[src/rtl/id_ex_stage_reg.sv]
// ID/EX pipeline register with valid/ready handshake, bubble-safe control zeroing and a saturating stall counter.
// Define ID_EX_SKID_EN to add a one-entry skid register (capacity 2, registered In_Ready).
`timescale 1ns/1ps

module id_ex_stage_reg #(
    parameter int CTRL_W = 16,
    parameter int DATA_W = 128
) (
    input  logic              CLOCK,
    input  logic              RESET_N,
    input  logic              FLUSH,
    input  logic              In_Valid,
    output logic              In_Ready,
    input  logic [CTRL_W-1:0] In_Ctrl,
    input  logic [DATA_W-1:0] In_Data,
    output logic              Out_Valid,
    input  logic              Out_Ready,
    output logic [CTRL_W-1:0] Out_Ctrl,
    output logic [DATA_W-1:0] Out_Data,
    output logic [15:0]       Stall_Cnt
);

    function automatic logic [15:0] sat_inc16(input logic [15:0] v);
        return (v == 16'hFFFF) ? v : v + 16'd1;
    endfunction

    logic              r_main_vld;
    logic [CTRL_W-1:0] r_main_ctrl;
    logic [DATA_W-1:0] r_main_data;
    logic [15:0]       r_stall_cnt;

    logic              w_main_vld_nxt;
    logic [CTRL_W-1:0] w_main_ctrl_nxt;
    logic [DATA_W-1:0] w_main_data_nxt;
    logic              w_in_fire;
    logic              w_out_fire;
    logic              w_stall;

    assign w_out_fire = r_main_vld && Out_Ready;
    assign w_stall    = r_main_vld && !Out_Ready;

`ifdef ID_EX_SKID_EN
    logic              r_skid_vld;
    logic [CTRL_W-1:0] r_skid_ctrl;
    logic [DATA_W-1:0] r_skid_data;
    logic              r_in_rdy;

    logic              w_skid_vld_nxt;
    logic [CTRL_W-1:0] w_skid_ctrl_nxt;
    logic [DATA_W-1:0] w_skid_data_nxt;

    // In_Ready is a register mirroring "skid empty", so no combinational path from Out_Ready
    assign In_Ready  = r_in_rdy;
    assign w_in_fire = In_Valid && r_in_rdy && !FLUSH;

    always_comb begin
        w_main_vld_nxt  = r_main_vld;
        w_main_ctrl_nxt = r_main_ctrl;
        w_main_data_nxt = r_main_data;
        w_skid_vld_nxt  = r_skid_vld;
        w_skid_ctrl_nxt = r_skid_ctrl;
        w_skid_data_nxt = r_skid_data;
        if (FLUSH) begin
            w_main_vld_nxt  = 1'b0;
            w_main_ctrl_nxt = '0;
            w_skid_vld_nxt  = 1'b0;
            w_skid_ctrl_nxt = '0;
        end else if (!r_main_vld || w_out_fire) begin
            if (r_skid_vld) begin
                w_main_vld_nxt  = 1'b1;
                w_main_ctrl_nxt = r_skid_ctrl;
                w_main_data_nxt = r_skid_data;
                w_skid_vld_nxt  = 1'b0;
                w_skid_ctrl_nxt = '0;
            end else if (w_in_fire) begin
                w_main_vld_nxt  = 1'b1;
                w_main_ctrl_nxt = In_Ctrl;
                w_main_data_nxt = In_Data;
            end else begin
                w_main_vld_nxt  = 1'b0;
                w_main_ctrl_nxt = '0;
            end
        end else if (w_in_fire) begin
            w_skid_vld_nxt  = 1'b1;
            w_skid_ctrl_nxt = In_Ctrl;
            w_skid_data_nxt = In_Data;
        end
    end

    always_ff @(posedge CLOCK or negedge RESET_N) begin
        if (!RESET_N) begin
            r_skid_vld  <= 1'b0;
            r_skid_ctrl <= '0;
            r_skid_data <= '0;
            r_in_rdy    <= 1'b1;
        end else begin
            r_skid_vld  <= w_skid_vld_nxt;
            r_skid_ctrl <= w_skid_ctrl_nxt;
            r_skid_data <= w_skid_data_nxt;
            r_in_rdy    <= !w_skid_vld_nxt;
        end
    end
`else
    assign In_Ready  = Out_Ready || !r_main_vld;
    assign w_in_fire = In_Valid && In_Ready && !FLUSH;

    always_comb begin
        w_main_vld_nxt  = r_main_vld;
        w_main_ctrl_nxt = r_main_ctrl;
        w_main_data_nxt = r_main_data;
        if (FLUSH) begin
            w_main_vld_nxt  = 1'b0;
            w_main_ctrl_nxt = '0;
        end else if (!r_main_vld || w_out_fire) begin
            if (w_in_fire) begin
                w_main_vld_nxt  = 1'b1;
                w_main_ctrl_nxt = In_Ctrl;
                w_main_data_nxt = In_Data;
            end else begin
                w_main_vld_nxt  = 1'b0;
                w_main_ctrl_nxt = '0;
            end
        end
    end
`endif

    // Control is zeroed whenever the entry leaves or is killed; data only moves on a transfer
    always_ff @(posedge CLOCK or negedge RESET_N) begin
        if (!RESET_N) begin
            r_main_vld  <= 1'b0;
            r_main_ctrl <= '0;
            r_main_data <= '0;
        end else begin
            r_main_vld  <= w_main_vld_nxt;
            r_main_ctrl <= w_main_ctrl_nxt;
            r_main_data <= w_main_data_nxt;
        end
    end

    always_ff @(posedge CLOCK or negedge RESET_N) begin
        if (!RESET_N) begin
            r_stall_cnt <= '0;
        end else if (w_stall) begin
            r_stall_cnt <= sat_inc16(r_stall_cnt);
        end
    end

    assign Out_Valid = r_main_vld;
    assign Out_Ctrl  = r_main_ctrl;
    assign Out_Data  = r_main_data;
    assign Stall_Cnt = r_stall_cnt;

endmodule

[config.mk]
export PLATFORM = sky130hd
export DESIGN_NAME = id_ex_stage_reg
export DESIGN_NICKNAME = d
export VERILOG_FILES = /design/src/rtl/id_ex_stage_reg.sv
export SDC_FILE = /design/constraint.sdc
export NUM_CORES = 1
export LEC_CHECK = 0
export BUFFER_PORTS_ARGS = -buffer_cell sky130_fd_sc_hd__buf_2
export CAP_MARGIN = 25
export CORE_MARGIN = 5
export CORE_UTILIZATION = 46
export CTS_CLUSTER_DIAMETER = 100
export DETAILED_ROUTE_END_ITERATION = 10
export PLACE_DENSITY_LB_ADDON = 0.1
export SYNTH_ARGS = -nofsm -noshare
export SYNTH_HDL_FRONTEND = slang
export SYNTH_SLANG_ARGS = --single-unit
[constraint.sdc]
create_clock -name CLOCK -period 2.4 [get_ports CLOCK]
set_input_delay 0.36 -clock CLOCK [delete_from_list [all_inputs] [get_ports CLOCK]]
set_output_delay 0.36 -clock CLOCK [all_outputs]
set_load 0.02 [all_outputs]
== Word-level counts from Yosys, hierarchy flattened ==
Index checks and enable logic that the tools add are counted.
Word-level totals
  bits in registers: 161
  memories: 0
  word-level logic and storage cells: 26
  memory bits (writable): 0
  bits in read-only memories: 0
  latch bits: 0
  output and inout port bits: 162
  bits of input ports: 149
Operators by class
  div/mod/pow operators: 0
  multipliers: 0
  muxes and demuxes: 6
  eq/ne operators: 1
  magnitude comparators: 0
  reduce and logical (&&, ||, !) cells: 12
  $add $sub $neg: 1
  shifts and indexed selects: 0
  bitwise logic cells: 2
Operators with widths (count)
  $mux W16: 3
  $add A16 B1 Y16 const B: 1
  $eq A16 B16 Y1 const B: 1
  $logic_and A1 B1 Y1: 4
  $logic_not A1 Y1: 3
  $mux W1: 3
  $reduce_and A3 Y1: 1
  $logic_or A1 B1 Y1: 2
  $not A1 Y1: 2
  $reduce_and A2 Y1: 1
  $reduce_bool A2 Y1: 1

== Logic depth before layout (Yosys ltp) ==
  depth in word-level cells: 7
  gate-level depth with buffers: 7
  mapped depth without buffers: 6

== Worst setup path after synthesis ==
Ideal clock, no wire load.
  path kind: reg-to-reg
  start: register r_stall_cnt[0] (netlist: Stall_Cnt[0])
  end: register r_stall_cnt[5] (netlist: Stall_Cnt[5])
  period minus slack after synthesis: 1830 ps
  data required time: 2266 ps
  arrival: 1696 ps
  setup time: 134 ps
  slack: 570 ps
  stages on the path, launching flop included: 6
  buffers on the path: 0
  cell sequence: dfrtp_1 > ha_1 > nand3_1 > nor4_1 > or4b_2 > xnor2_1
Between the ends
  word-level cells in the longest chain between the ends: 3
  elaborated cells on any way between the ends: 4
  classes of those cells: add/sub (1); eq/ne (1); bitwise (1); reduce/logical (1)
Ends and longest elaborated chain
  from (decl): RTL line 30  | logic [15:0] r_stall_cnt;
  from (signal assigned): RTL line 144  | r_stall_cnt <= sat_inc16(r_stall_cnt);
  parallel branches: the longest is 3 deep, another holds $add A16 B1 Y16
Parallel ways; which one is timed is not known.
A chain may end at the register's enable or synchronous reset.

== Worst setup path in the final report ==
  start: register r_main_vld (netlist: Out_Valid)
  end: register r_main_data[7] (netlist: Out_Data[7])
Between the ends
  word-level cells in the longest chain between the ends: 5
  elaborated cells on any way between the ends: 7
  classes of those cells: reduce/logical (7)
Ends and longest elaborated chain
  from (decl): RTL line 27  | logic r_main_vld;
  from (signal assigned): RTL line 134  | r_main_vld <= w_main_vld_nxt;
  $logic_not A1 Y1: RTL line 104, 114
  $logic_or A1 B1 Y1: RTL line 104  | assign In_Ready = Out_Ready || !r_main_vld;
  $logic_and A1 B1 Y1 (2 in a row): RTL line 105  | assign w_in_fire = In_Valid && In_Ready && !FLUSH;
  $reduce_and A3 Y1 (no source line) *
  to (signal assigned): RTL line 136  | r_main_data <= w_main_data_nxt;
  to (decl): RTL line 29  | logic [DATA_W-1:0] r_main_data;
Mark *: on every way between the ends. The rest lies on a longest branch, timed or not.

==> impl_metrics.json <==
{
  "maxSlewViolCount": 0,
  "outcome": "finished, final reports clean",
  "startpoint": "Out_Valid",
  "core_area_mm2": 0.0133,
  "final.fill_count": 1026,
  "start_kind": "flop",
  "syn2layout_area_growth_pct": 38.3,
  "io_pins": 311,
  "dp_cells": 858,
  "p_int_uw": 5840,
  "drcViolationCount": 0,
  "path_max_fanout": 22,
  "leakage_uw": 0.00442,
  "fp-row-count": 42,
  "p_switching_uw": 2320,
  "path_class": "reg2reg",
  "critPathArrivalTime_ns": 2.22,
  "max_stage_delay_ns": 0.47,
  "cp_top_family": "simple AND/OR/NAND/NOR gates",
  "ys_ff_latch": 161,
  "finalSetupTns_ns": 0,
  "die_w_um": 127,
  "synth_cells": 380,
  "start_util_pct": 47.3,
  "grt_max_degree": 63,
  "antenna_found_initial": 1,
  "slew_headroom_pct": 61.1,
  "synth_commonest_cells": "dfrtp_1, mux2_2, mux2_4",
  "fin_nets": 852,
  "syn_area_mm2": 0.00631,
  "routedWlPerCell_um": 18.2,
  "numClockSinks": 161,
  "clock_skew_ns": 0.00737,
  "min_from": "FLUSH",
  "crit_path_end_kind": "flop",
  "final-setup-viol-count": 0,
  "pwr-share-seq_pct": 41.5,
  "worstMarginPinSlew_ns": 0.584,
  "hpwl_mm": 12.3,
  "synth_area_leaders": "dfrtp_1, mux2_2, mux2_4",
  "hold_class": "in2reg",
  "synth.yosys.seq_area_share_pct": 63.9,
  "dominantRegCellSynth": "dfrtp_1",
  "r2r-start": "Out_Valid",
  "cts-root-buf": "clkbuf_16",
  "layout-drive-gt1-share_pct": 68.1,
  "cts.reportedPaths.clkPinSlew_ns": 0.06,
  "rsz0062_at_grt": "no",
  "grt_pass1_vias": 4617,
  "clockPowerShare_pct": 35.9,
  "syn_avg_cell_area_um2": 16.6,
  "cap_violations": 0,
  "grt_pass1_wl_mm": 25.0,
  "routed_wirelength_mm": 16.2,
  "crit_required_ns": 2.70,
  "synth.most_common_cell": "dfrtp_1",
  "worstSkewPairLatency_ns": 0.42,
  "worst_path_max_delay_cell": "nor3b_4",
  "switching_share_pct": 28.5,
  "min_period_ns": 1.92,
  "layout.cells.non_filler": 891,
  "ir_drop_mv": 0.459,
  "period_share_pct": 80.0,
  "cp.buffers_inverters": 1,
  "fmax_mhz": 521,
  "die_area_mm2": 0.0162,
  "cts_max_level": 4,
  "overflow": 0,
  "synth.top_cell.area_share_pct": 63.9,
  "cts_buffers": 17,
  "async_flop_share_pct": 100,
  "cts_buffer_depth": 2,
  "ys_types": 27,
  "cts_tree": "done",
  "pwr-share-comb_pct": 22.6,
  "ctsResizeCount": 0,
  "viasPerCell": 4.94,
  "finalHoldViolCount": 0,
  "gp_congestion": 0.824,
  "path_cells": "nand2b_4 -> nor3b_4 -> buf_4 -> mux2_2",
  "power.density_mw_per_mm2": 936,
  "synth_warnings": 0,
  "dr_total_vias": 4400,
  "synth_edf_count": 0,
  "synth.net_count": 530,
  "drtPass1Iterations": 4,
  "track_usage_pct": 19.9,
  "dieHeight_um": 127,
  "postRouteAntennaNets": 0,
  "drt-initial-drc-count": 246,
  "port_buffers": 310,
  "yosysTopAreaCell": "dfrtp_1"
}
==> cell usage in the layout (no fill, tap or decap), drive strengths merged, types with 4 or more instances in the layout <==
cell type	netlist	layout
bufinv	0	5
dfrtp	161	161
xnor2	9	9
nor2	8	8
buf	17	320
nand3	4	4
a22o	16	16
mux2	129	129
nand2	6	6
nand4	8	8
xor2	5	5
clkbuf	1	21
==> kinds of logic after synthesis <==
family | share of synthesized area, %
buffers and inverters | 2.26
muxes | 25.6
AOI/OAI and AO/OA | 2.60
adders and majority gates | 0.198
xor gates and xnor gates | 1.94
DFF | 63.9
and+or+nand+nor | 3.51
==> layer usage <==
| metal | track usage, % | part of all wire, % | vias up |
|---|---|---|---|
| met5 | 0 | 0 | - |
| li1 | - | - | 2008 |
| met1 | 23.7 | 39 | 2176 |
| met3 | 5.84 | 6.9 | 33 |
| met4 | 9.34 | 2.5 | 0 |
| met2 | 33.4 | 51 | 183 |
==> area by class of cell <==
type / count / area (um2) / area share (%)
Antenna cell: 1 / 2.50 / 0.0287
Clock inverter: 10 / 183 / 2.09
Clock buffer: 21 / 460 / 5.28
Timing Repair Buffer: 321 / 1680 / 19.3
Sequential cell: 161 / 4030 / 46.2
Tap cell: 176 / 220 / 2.52
Multi-Input combinational cell: 200 / 2140 / 24.6
Inverter: 1 / 3.75 / 0.0430
==> registers in the layout, indices dropped and copies added (netlist names) <==
signal and flops:
Out_Valid 1, Stall_Cnt 16, Out_Ctrl 16, Out_Data 128
==> timing repair <==
item                                    CTS  global route
buffers inserted                          0             0
hold endpoints to repair                 58             0
hold buffers                              1             0
endpoints found under the setup margin    0             0
==> stage by stage <==
step	hold slack (ns)	instance area [um2]	total power, uW	util (%)	worst slack [ns]
floorplan	0.0644	6310	4520	-	0.570
global placement	0.368	8070	5260	60.4	0.456
detailed placement	0.379	8070	5310	60.4	0.380
CTS	0.134	8720	8270	65.3	0.448
global route	0.142	8720	8530	65.4	0.364
finish	0.158	8720	8170	65.4	0.481
==> final timing paths <==
check | depth (start not counted) | end | slack (ns)
max in group asynchronous | 3 | Out_Data[69] | 1.17
min reg2reg | 1 | Stall_Cnt[15] | 0.49
max reg2reg | 4 | Out_Data[7] | 0.48
max | 4 | Out_Data[7] | 0.48
min in group asynchronous | 2 | Out_Data[70] | 0.49
min | 2 | Out_Valid | 0.16
==> power groups by stage <==
stage,combinational (uW),sequential [uW],clock [uW]
4_1_cts,1880,3390,3000
5_1_grt,1960,3450,3110
2_1_floorplan,564,3960,0
6_report,1850,3390,2930
3_5_place_dp,1870,3430,0
3_3_place_gp,1840,3420,0
Note: power is estimated with default switching activity, not from simulation.
